### config.mk
export PLATFORM = sky130hd
export DESIGN_NAME = pipe_link_lane
export DESIGN_NICKNAME = d
export VERILOG_FILES = /design/src/rtl/pipe_link_model.sv
export SDC_FILE = /design/constraint.sdc
export NUM_CORES = 1
export LEC_CHECK = 0
export CORE_ASPECT_RATIO = 0.6
export CORE_MARGIN = 5
export CORE_UTILIZATION = 53
export CTS_BUF_LIST = sky130_fd_sc_hd__clkbuf_8
export CTS_CLUSTER_SIZE = 14
export DETAILED_ROUTE_END_ITERATION = 10
export PLACE_DENSITY = 0.77
export SLEW_MARGIN = 20
export SYNTH_ARGS = -nofsm -noshare
export SYNTH_HDL_FRONTEND = slang
export SYNTH_SLANG_ARGS = --single-unit
### constraint.sdc
create_clock -name clk -period 2 [get_ports clk]
set_input_delay 0.5 -clock clk [delete_from_list [all_inputs] [get_ports clk]]
set_output_delay 0.5 -clock clk [all_outputs]
set_load 0.02 [all_outputs]
### src/rtl/pipe_link_model.sv
// pipe_link_model: back-to-back PIPE PHY pair for simulation (data latency, elecidle, rx detect, powerdown/phystatus).
// Define PIPE_LINK_MODEL_ERRINJ_EN to add the err_inj port that corrupts side B tx symbol 0 per lane.

module pipe_link_lane #(
  parameter int BYTES   = 1,
  parameter int LAT     = 4,
  parameter int PD_LAT  = 8,
  parameter int DET_LAT = 16
) (
  input  logic                 clk,
  input  logic                 rst,
  input  logic                 i_lane_conn,
  input  logic [8*BYTES-1:0]   i_ptx_data,
  input  logic [BYTES-1:0]     i_ptx_datak,
  input  logic                 i_ptx_elecidle,
  input  logic [1:0]           i_ppowerdown,
  input  logic                 i_err_inj,
  input  logic                 i_txdetectrx,
  input  logic [1:0]           i_powerdown,
  output logic [8*BYTES-1:0]   o_rxdata,
  output logic [BYTES-1:0]     o_rxdatak,
  output logic                 o_rxvalid,
  output logic                 o_rxelecidle,
  output logic [2:0]           o_rxstatus,
  output logic                 o_phystatus
);
  localparam int W    = 8*BYTES;
  localparam int MAXL = (PD_LAT > DET_LAT) ? PD_LAT : DET_LAT;
  localparam int CW   = $clog2(MAXL + 1);

  typedef enum logic [2:0] {ST_RESET, ST_IDLE, ST_PD_WAIT, ST_DET_WAIT, ST_STATUS} state_t;

  logic [W-1:0]     r_data_p  [LAT];
  logic [BYTES-1:0] r_datak_p [LAT];
  logic [LAT-1:0]   r_eidle_p;
  logic [LAT-1:0]   r_err_p;
  logic [1:0]       r_pd;
  logic [1:0]       r_ppd;
  logic             r_det_prev;
  logic             r_init;
  logic [CW-1:0]    r_cnt;
  logic [2:0]       r_status;
  state_t           r_state;
  logic [W-1:0]     w_err_mask;
  logic             w_pd_chg;
  logic             w_det_req;
  logic             w_link_up;

  always_comb begin
    w_err_mask    = '0;
    w_err_mask[0] = i_err_inj;
  end

  // partner tx -> local rx delay line
  always_ff @(posedge clk) begin
    if (rst) begin
      for (int i = 0; i < LAT; i++) begin
        r_data_p[i]  <= '0;
        r_datak_p[i] <= '0;
      end
      r_eidle_p <= '1;
      r_err_p   <= '0;
    end else begin
      r_data_p[0]  <= i_ptx_data ^ w_err_mask;
      r_datak_p[0] <= i_ptx_datak;
      r_eidle_p[0] <= i_ptx_elecidle;
      r_err_p[0]   <= i_err_inj;
      for (int i = 1; i < LAT; i++) begin
        r_data_p[i]  <= r_data_p[i-1];
        r_datak_p[i] <= r_datak_p[i-1];
        r_eidle_p[i] <= r_eidle_p[i-1];
        r_err_p[i]   <= r_err_p[i-1];
      end
    end
  end

  // Power state gating uses the registered powerdown, bypassing the delay line.
  assign w_link_up    = !r_eidle_p[LAT-1] && (r_pd == 2'b00) && (r_ppd == 2'b00) && i_lane_conn;
  assign o_rxvalid    = w_link_up;
  assign o_rxdata     = w_link_up ? r_data_p[LAT-1]  : '0;
  assign o_rxdatak    = w_link_up ? r_datak_p[LAT-1] : '0;
  assign o_rxelecidle = r_eidle_p[LAT-1] || (r_ppd != 2'b00) || !i_lane_conn;
  assign o_rxstatus   = (r_state == ST_STATUS) ? r_status :
                        ((w_link_up && r_err_p[LAT-1]) ? 3'b100 : 3'b000);

  assign w_pd_chg  = (i_powerdown != r_pd);
  assign w_det_req = i_txdetectrx && !r_det_prev && (i_powerdown == 2'b10);

  // control FSM; phystatus is held high from reset until the first STATUS completes
  always_ff @(posedge clk) begin
    r_pd       <= i_powerdown;
    r_ppd      <= i_ppowerdown;
    r_det_prev <= i_txdetectrx;
    if (rst) begin
      r_state     <= ST_RESET;
      r_cnt       <= '0;
      r_status    <= 3'b000;
      r_init      <= 1'b1;
      o_phystatus <= 1'b1;
    end else begin
      r_status    <= 3'b000;
      o_phystatus <= 1'b0;
      case (r_state)
        ST_RESET: begin
          r_state     <= ST_PD_WAIT;
          r_cnt       <= CW'(PD_LAT);
          o_phystatus <= 1'b1;
        end
        ST_IDLE: begin
          if (w_pd_chg) begin
            r_state <= ST_PD_WAIT;
            r_cnt   <= CW'(PD_LAT);
          end else if (w_det_req) begin
            r_state <= ST_DET_WAIT;
            r_cnt   <= CW'(DET_LAT);
          end
        end
        ST_PD_WAIT: begin
          o_phystatus <= r_init;
          if (w_pd_chg) begin
            r_cnt <= CW'(PD_LAT);
          end else if (r_cnt == CW'(1)) begin
            r_state     <= ST_STATUS;
            o_phystatus <= 1'b1;
          end else begin
            r_cnt <= r_cnt - 1'b1;
          end
        end
        ST_DET_WAIT: begin
          if (w_pd_chg) begin
            r_state <= ST_PD_WAIT;
            r_cnt   <= CW'(PD_LAT);
          end else if (r_cnt == CW'(1)) begin
            r_state     <= ST_STATUS;
            o_phystatus <= 1'b1;
            r_status    <= i_lane_conn ? 3'b011 : 3'b000;
          end else begin
            r_cnt <= r_cnt - 1'b1;
          end
        end
        ST_STATUS: begin
          r_init <= 1'b0;
          if (w_pd_chg) begin
            r_state <= ST_PD_WAIT;
            r_cnt   <= CW'(PD_LAT);
          end else begin
            r_state <= ST_IDLE;
          end
        end
        default: r_state <= ST_RESET;
      endcase
    end
  end
endmodule


---- Word-level counts from Yosys, hierarchy flattened ----
Memory sizes are Yosys's and may differ from the RTL's.
Index checks and enable logic that the tools add are counted.
operators by class
  $add $sub $neg .......................... 1
  equal/unequal tests ..................... 11
  reductions and logical operators ........ 20
  multiplexer cells ....................... 34
  bitwise gates (word level) .............. 11
operator list
  cell                                                  number
  two-way mux 8 bit                                     5
  two-way mux 5 bit                                     5
  two-way mux 3 bit                                     7
  one-hot mux 5 bit (4 select lines)                    1
  one-hot mux 3 bit (5 select lines)                    1
  two-way mux 1 bit                                     12
  OR 1 bit                                              8
  bitwise XOR 8 x 1 -> 8 bit                            1
  equality test 3 x 2 -> 1 bit (second input constant)  2
  logical AND 1 bit                                     6
  != test 3 bit (second input constant)                 2
  equality test 5 x 1 -> 1 bit (second input constant)  1
  subtractor 5 x 1 -> 5 bit (second input constant)     1
  logical NOT 2 bit                                     2
  two-way mux 2 bit                                     2
  != test 2 bit (second input constant)                 2
  AND reduction 4 bit                                   1
  nonzero test 4 bit                                    1
  OR reduction 4 bit                                    1
  equality test 3 x 1 -> 1 bit (second input constant)  1
  equality test 3 bit (second input constant)           1
  logical NOT 1 bit                                     3
  logical NOT 3 bit                                     1
  one-hot mux 1 bit (3 select lines)                    1
  other kinds (7)                                       9
storage, ports and cells
  logic and storage cells ................. 89
  bits of input ports ..................... 19
  memories ................................ 2
  output and inout bits ................... 15
  RAM bits ................................ 36
  register bits ........................... 26
memory list
  memory     depth  bits a word  read ports  clocked after Yosys merged registers in  write ports  RTL line  text
  r_data_p   4      8            4           0                                        4            33        logic [W-1:0] r_data_p [LAT];
  r_datak_p  4      1            4           0                                        4            34        logic [BYTES-1:0] r_datak_p [LAT];

---- Longest topological paths before layout ----
Gate-level depths: netlist (run 1).
  depth in word-level cells ............... 7
  depth in mapped cells ................... 7
  mapped depth without buffers ............ 7

---- Worst setup path before layout (run 1) ----
Ideal clock, no wire load.
  kind .................................... input-to-output
  from .................................... input port i_lane_conn
  to ...................................... output port o_rxdata[0]
  path slack .............................. -0.414 ns
  data arrival time ....................... 1.914 ns
  required time ........................... 1.500 ns
  cell stages on the path ................. 4
  buffers on the path ..................... 1
  cells stage by stage .................... or4b_1 -> nor3_1 -> clkbuf_1 -> and2_1
on the way
  word-level cells in the longest chain between the ends .. 2
RTL lines
  what                 RTL line  text
  from (decl)          12        input logic i_lane_conn,
  logical AND 1 bit    78        assign w_link_up = !r_eidle_p[LAT-1] && (r_pd == 2'b00) && (r_ppd == 2'b00) && i_lane_conn;
  named net o_rxvalid  22        output logic o_rxvalid,
  two-way mux 8 bit    80        assign o_rxdata = w_link_up ? r_data_p[LAT-1] : '0;
  to (decl)            20        output logic [8*BYTES-1:0] o_rxdata,
The timed path passes the listed nets, and every way through them passes these cells.

---- Worst setup path after layout (run 1) ----
  from .................................... input port i_lane_conn
  to ...................................... output port o_rxstatus[2]
on the way
  word-level cells in the longest chain between the ends .. 4
RTL lines
  what               RTL line  text
  logical AND 1 bit  78
  logical AND 1 bit  84        ((w_link_up && r_err_p[LAT-1]) ? 3'b100 : 3'b000);
  two-way mux 3 bit  84
  two-way mux 3 bit  83        assign o_rxstatus = (r_state == ST_STATUS) ? r_status :
  to (decl)          24        output logic [2:0] o_rxstatus,
No other way between the ends.

==> results.cfg, run 1 <==
[floorplanning]
start_util_pct = 54.2
die_height_um = 57.1
io_pins = 34
core_um2 = 3620
die_area_um2 = 5050
die_w_um = 88.5
rows = 17

[timing]
fin_worst_skew_ns = 0.00763
max-slew-margin-rel_pct = 72.5
hold_viol = 0
period_minus_slack_ns = 2.25
slew_viol_final = 0
max_freq_ghz = 0.444
fin_crit_sh_pct = 113
rsz0062_at_grt = true
setup_viol = 12
worst_pin_slew_ns = 0.413
holdWs_ns = 0.397
setup_ws_ns = -0.252
tns_ns = -2.53

[flow_run]
max-cap-violations = 0

[logic_synthesis]
yosysWarnings = 0
synth_nets = 202
synthesis.area_um2 = 1960
synth-seq-cells = 60
ys_seq_area_share_pct = 61.3
avgSynthCellArea_um2 = 10.8
ys_types = 36
synth_cells = 181

[finish]
final_nets = 249
multi_input_area_um2 = 795
antenna_cells = 0
synthToLayoutAreaGrowth_pct = 37.8
regArea_um2 = 1200
final_cells = 280
drive_above_1_share_pct = 27.9
fill_cells = 242
final_util_pct = 74.7

[global_route]
antenna_found_initial = 0
grt_usage_pct = 15.9
grt_pass1_vias = 1316
grt-ovfl-total = 0
grt_pass1_wl_mm = 6.04
grt_max_degree = 29

[detailed_routing]
viasPerCell = 4.76
drtIter0Drc = 84
dr.pass1.iters = 4
ant_nets = 0
via_count = 1332
drc_errors = 0
wire_per_inst_um = 13.0
routed_wl_mm = 3.65

[pwr]
leakagePower_nw = 1.13
p_per_area_nw_per_um2 = 871
fin_total_pwr_w = 0.00235
peakVddDrop_v = 0.000519

[clock_tree]
cts.clk_slew.worst_paths_ns = 0.06
cts_max_path_buffers = 2
cts_buffers = 9
cts_tree = done
cts_root_buffer = clkbuf_8
htreeDepth = 3
cts.sinks = 60
clock_latency_ns = 0.32
postCtsHoldBufs = 0

[status]
violations = negative setup slack
status = complete, but fails checks

[setup_path]
critPathKind = primary input to output port
cp.required_ns = 1.50
cp-start-kind = primary input
end_kind = output port
crit_fanout = 3
critPathArrivalTime_ns = 1.75

[place]
io_buffers = 33
dp_cells = 260
dp_hpwl_mm = 2.58
gp_congestion = 0.800

[min_path]
hold_class = primary input to register
## flip-flops by register name (all words and copies together), names as in the netlist
name	cells
r_status	1
o_phystatus	1
r_eidle_p	4
r_cnt	5
r_data_p	32
r_state	3
r_pd	2
r_ppd	2
r_err_p	4
r_datak_p	4
r_init	1
r_det_prev	1
## synthesized netlist by cell type, drive strengths merged
| library cell | n | area, µm² |
|---|---|---|
| ha | 2 | 25.0 |
| a2111oi | 1 | 8.76 |
| o21ai | 4 | 23.8 |
| clkbuf | 7 | 26.3 |
| o31ai | 1 | 7.51 |
| nor2b | 39 | 244 |
| inv | 5 | 18.8 |
| and2 | 10 | 62.6 |
| dfxtp | 60 | 1200 |
| nand3 | 2 | 10.0 |
| a211oi | 2 | 15.0 |
| nor3b | 1 | 12.5 |
| nor4b | 1 | 8.76 |
| nor3 | 4 | 20.0 |
| xnor2 | 5 | 43.8 |
| or3 | 1 | 6.26 |
| nor2 | 5 | 18.8 |
| a211o | 1 | 8.76 |
| nand4 | 1 | 6.26 |
| mux2i | 1 | 10.0 |
| o32ai | 1 | 16.3 |
| buf | 2 | 12.5 |
| and3 | 3 | 18.8 |
| or4 | 1 | 7.51 |
| or4b | 2 | 20.0 |
| a21o | 1 | 7.51 |
| nor4 | 1 | 6.26 |
| a21oi | 5 | 25.0 |
| or3b | 1 | 8.76 |
| a221oi | 1 | 8.76 |
| nand2 | 5 | 18.8 |
| or2 | 5 | 31.3 |
## where the power goes
part           total, W  switching, W  internal (W)
clock network  0.000940      0.000405      0.000535
logic          0.000156     0.0000685     0.0000878
registers       0.00126     0.0000173       0.00124
total           0.00235      0.000490       0.00186
## kinds of logic after synthesis
group | after synthesis | share of synthesized area [%]
muxes | 1 | 0.511
AOI/OAI and AO/OA | 17 | 6.19
buffers and inverters | 14 | 2.94
and+or+nand+nor | 82 | 25.5
adders and majority gates | 2 | 1.28
DFF | 60 | 61.3
xor gates and xnor gates | 5 | 2.23
## worst max-delay path: stages
cell and delay (ns):
clkdlybuf4s15_1 0.19, or4b_4 0.48, nor3_4 0.17, buf_6 0.13, and3_4 0.17, buf_6 0.11
## worst paths after layout
kind                                                 to  slack, ns  cells past startpoint                    start
worst max register to register    r_cnt[4]$_SDFFE_PP0P_       0.07                      7    r_cnt[0]$_SDFFE_PP0P_
worst min register to register  r_eidle_p[3]$_SDFF_PP1_       0.41                      1  r_eidle_p[2]$_SDFF_PP1_
worst min-delay path                    r_pd[1]$_DFF_P_       0.40                      1           i_powerdown[1]
worst max-delay path                      o_rxstatus[2]      -0.25                      6              i_lane_conn
## routing by layer
layer / global-route usage, % / routed length, µm / up-vias
met5: 0 / 0 / -
li1: - / - / 685
met4: 6.47 / 29 / 0
met1: 19.7 / 1640 / 589
met2: 24.5 / 1660 / 53
met3: 6.64 / 316 / 5
## stage by stage
stage | area (µm²) | worst slack, ns
floorplan | 2010 | -0.0163
CTS | 2640 | -0.321
finish | 2700 | -0.252
global route | 2700 | -0.308
detailed placement | 2400 | -1.02
global placement | 2400 | -1.00
## placed cells by master, fill, tap and decap left out, types with 2 or more instances in the layout
cell,n
dfxtp_1,57
nor2b_1,39
clkdlybuf4s50_1,15
buf_6,14
clkbuf_8,12
and2_4,9
buf_4,9
inv_1,8
nor2_1,5
nand2_1,4
a21oi_1,4
or2_2,4
xnor2_1,3
dlygate4sd2_1,3
dfxtp_2,3
and3_1,2
xnor2_2,2
nand3_1,2
nor3_1,2
o21ai_0,2
a211oi_1,2
ha_1,2
dlymetal6s2s_1,2
## area by class of cell
type                    count  area share (%)
inverters                   5           0.695
clock inverters             4           0.602
repair buffers             45            16.4
multi-input cells         107            29.4
clock buffers              12            6.12
well taps                  47            2.18
flip-flops and latches     60            44.6
## repair_timing
action,CTS,global route
endpoints found under the hold margin,0,0
gates resized for setup,81,8
setup buffers,0,4
setup endpoints to repair,18,17
pin swaps,3,6
Note: power is estimated with default switching activity, not from simulation.
==> run 2: changes to the inputs <==
Settings changed: PLACE_DENSITY 0.77 to 0.85.
==> results.cfg, run 2 (synthesized netlist as in run 1, its figures left out) <==
[global_route]
grt_pass1_vias = 1270
grt_pass1_wl_mm = 6.13
grt_usage_pct = 17.1
grt-ovfl-total = 0
antenna_found_initial = 0
grt_max_degree = 24

[finish]
synthToLayoutAreaGrowth_pct = 37.9
final_cell_mix = dfxtp_1, nor2b_1, clkdlybuf4s50_1, buf_6
final_nets = 250
regMostFlops = r_data_p
drive_above_1_share_pct = 27.4
fill_cells = 239
largestRegisters = r_data_p x32, r_cnt x5
antenna_cells = 0
final_util_pct = 74.7
layout_commonest_cell = dfxtp_1
largest_reg_flops = 32

[clock_tree]
cts_buffers = 9
cts_root_buffer = clkbuf_8
cts_max_path_buffers = 2
postCtsHoldBufs = 0
cts.clk_slew.worst_paths_ns = 0.07
clock_latency_ns = 0.33
cts.sinks = 60
cts_tree = done
htreeDepth = 3

[setup_path]
slowest_stage = or4b_4
critPathKind = register to output port
end_kind = output port
reg2regPathDepth = 7
cp-start-kind = register
r2r-end = r_cnt[4]$_SDFFE_PP0P_
r2r_slack_ns = 0.02
slowest_delay_ns = 0.55
rr_startpoint = r_cnt[1]$_SDFFE_PP0P_
critPathArrivalTime_ns = 1.86
crit_path_cell_trace = or4b_4, nor3_4, buf_12, and3_4, buf_6
cp.required_ns = 1.50
crit_fanout = 6

[min_path]
whs_path_depth = 1
min_from = i_powerdown[1]
hold_end = r_pd[1]$_DFF_P_
hold_class = primary input to register

[flow_run]
max-cap-violations = 0

[timing]
max_freq_ghz = 0.424
hold_viol = 0
worst_pin_slew_ns = 0.434
setup_viol = 12
max-slew-margin-rel_pct = 71.0
fin_crit_sh_pct = 118
rsz0062_at_grt = true
setup_ws_ns = -0.356
slew_viol_final = 0
holdWs_ns = 0.384
fin_worst_skew_ns = 0.00910
period_minus_slack_ns = 2.36

[floorplanning]
die_height_um = 57.1
start_util_pct = 54.2
rows = 17
die_area_um2 = 5050
io_pins = 34
die_w_um = 88.5
core_um2 = 3620

[detailed_routing]
viasPerCell = 4.75
drc_errors = 0
dr.pass1.iters = 4
routed_wl_mm = 3.85
via_count = 1335
drtIter0Drc = 75
ant_nets = 0
wire_per_inst_um = 13.7

[pwr]
internal_power_w = 0.00195
p_per_area_nw_per_um2 = 915
p_comb_share_pct = 5.9
leakagePower_nw = 1.13
peakVddDrop_v = 0.000624
clkPwrFrac_pct = 43.3
netSwitchingFraction_pct = 21.0
power.switching_w = 0.000519
pwr-share-seq_pct = 50.8

[status]
violations = negative setup slack
status = complete, but fails checks

[place]
io_buffers = 33
dp_hpwl_mm = 2.43
gp_congestion = 0.870
[run 2: metrics by stage]
| step | setup WS (ns) | total power [W] | std cells | setup TNS [ns] | cell area (µm²) |
|---|---|---|---|---|---|
| 2_1_floorplan | -0.0163 | 0.00135 | 181 | -0.146 | 2010 |
| 3_3_place_gp | -1.01 | 0.00141 | 263 | -12.71 | 2440 |
| 3_5_place_dp | -1.03 | 0.00142 | 263 | -13.56 | 2440 |
| 4_1_cts | -0.435 | 0.00249 | 281 | -4.26 | 2710 |
| 5_1_grt | -0.413 | 0.00257 | 281 | -4.31 | 2700 |
| 6_report | -0.356 | 0.00247 | 281 | -3.55 | 2700 |
[run 2: layout make-up]
type / instances / area, µm² / share of cell area [%]
multi-input combinational: 107 / 768 / 28.4
inverter: 5 / 18.8 / 0.695
sequential: 60 / 1200 / 44.5
clock buffer: 11 / 151 / 5.60
tap: 47 / 58.8 / 2.18
timing repair buffer: 46 / 450 / 16.7
clock inverter: 5 / 51.3 / 1.90
[run 2: worst max-delay path, delay by kind of cell (launching register included)]
kind,cells,cell delay [ns]
simple gates,3,0.94
flops,1,0.31
buf+inv,2,0.27
[run 2: timing repair]
| item | in CTS | in global routing |
|---|---|---|
| resized for setup | 78 | 4 |
| pin swaps | 2 | 3 |
| endpoints found under the setup margin | 17 | 16 |
| gates cloned | 1 | 0 |
| setup buffers | 1 | 1 |
[run 2: worst max-delay path by stage]
| stage | from | to | slack, ns |
|---|---|---|---|
| 2_1_floorplan | i_lane_conn | o_rxdata[0] | -0.02 |
| 3_3_place_gp | i_lane_conn | o_rxstatus[2] | -1.01 |
| 3_5_place_dp | i_lane_conn | o_rxstatus[2] | -1.03 |
| 4_1_cts | r_ppd[1]$_DFF_P_ | o_rxdata[6] | -0.44 |
| 5_1_grt | r_ppd[0]$_DFF_P_ | o_rxstatus[2] | -0.41 |
| 6_report | r_ppd[0]$_DFF_P_ | o_rxstatus[2] | -0.36 |
[run 2: metal layers]
metal  part of all wire [%]  track usage, %
met1                     42            20.4
met2                     46            25.2
met3                    9.5            8.08
met4                    2.6            10.1
met5                      0               0
[run 2: power groups by stage]
stage / clock [W] / sequential, W / combinational [W]
after floorplan: 0 / 0.00128 / 0.0000790
final: 0.00107 / 0.00126 / 0.000145
after global placement: 0 / 0.00128 / 0.000135
after global routing: 0.00116 / 0.00126 / 0.000158
after detailed placement: 0 / 0.00128 / 0.000139
after CTS: 0.00109 / 0.00126 / 0.000145
==> run 3: changes to the inputs <==
Settings changed: SLEW_MARGIN 20 to default.
==> results of run 3 <==
No change in the layout: final DEF, timing and power equal those of run 2.
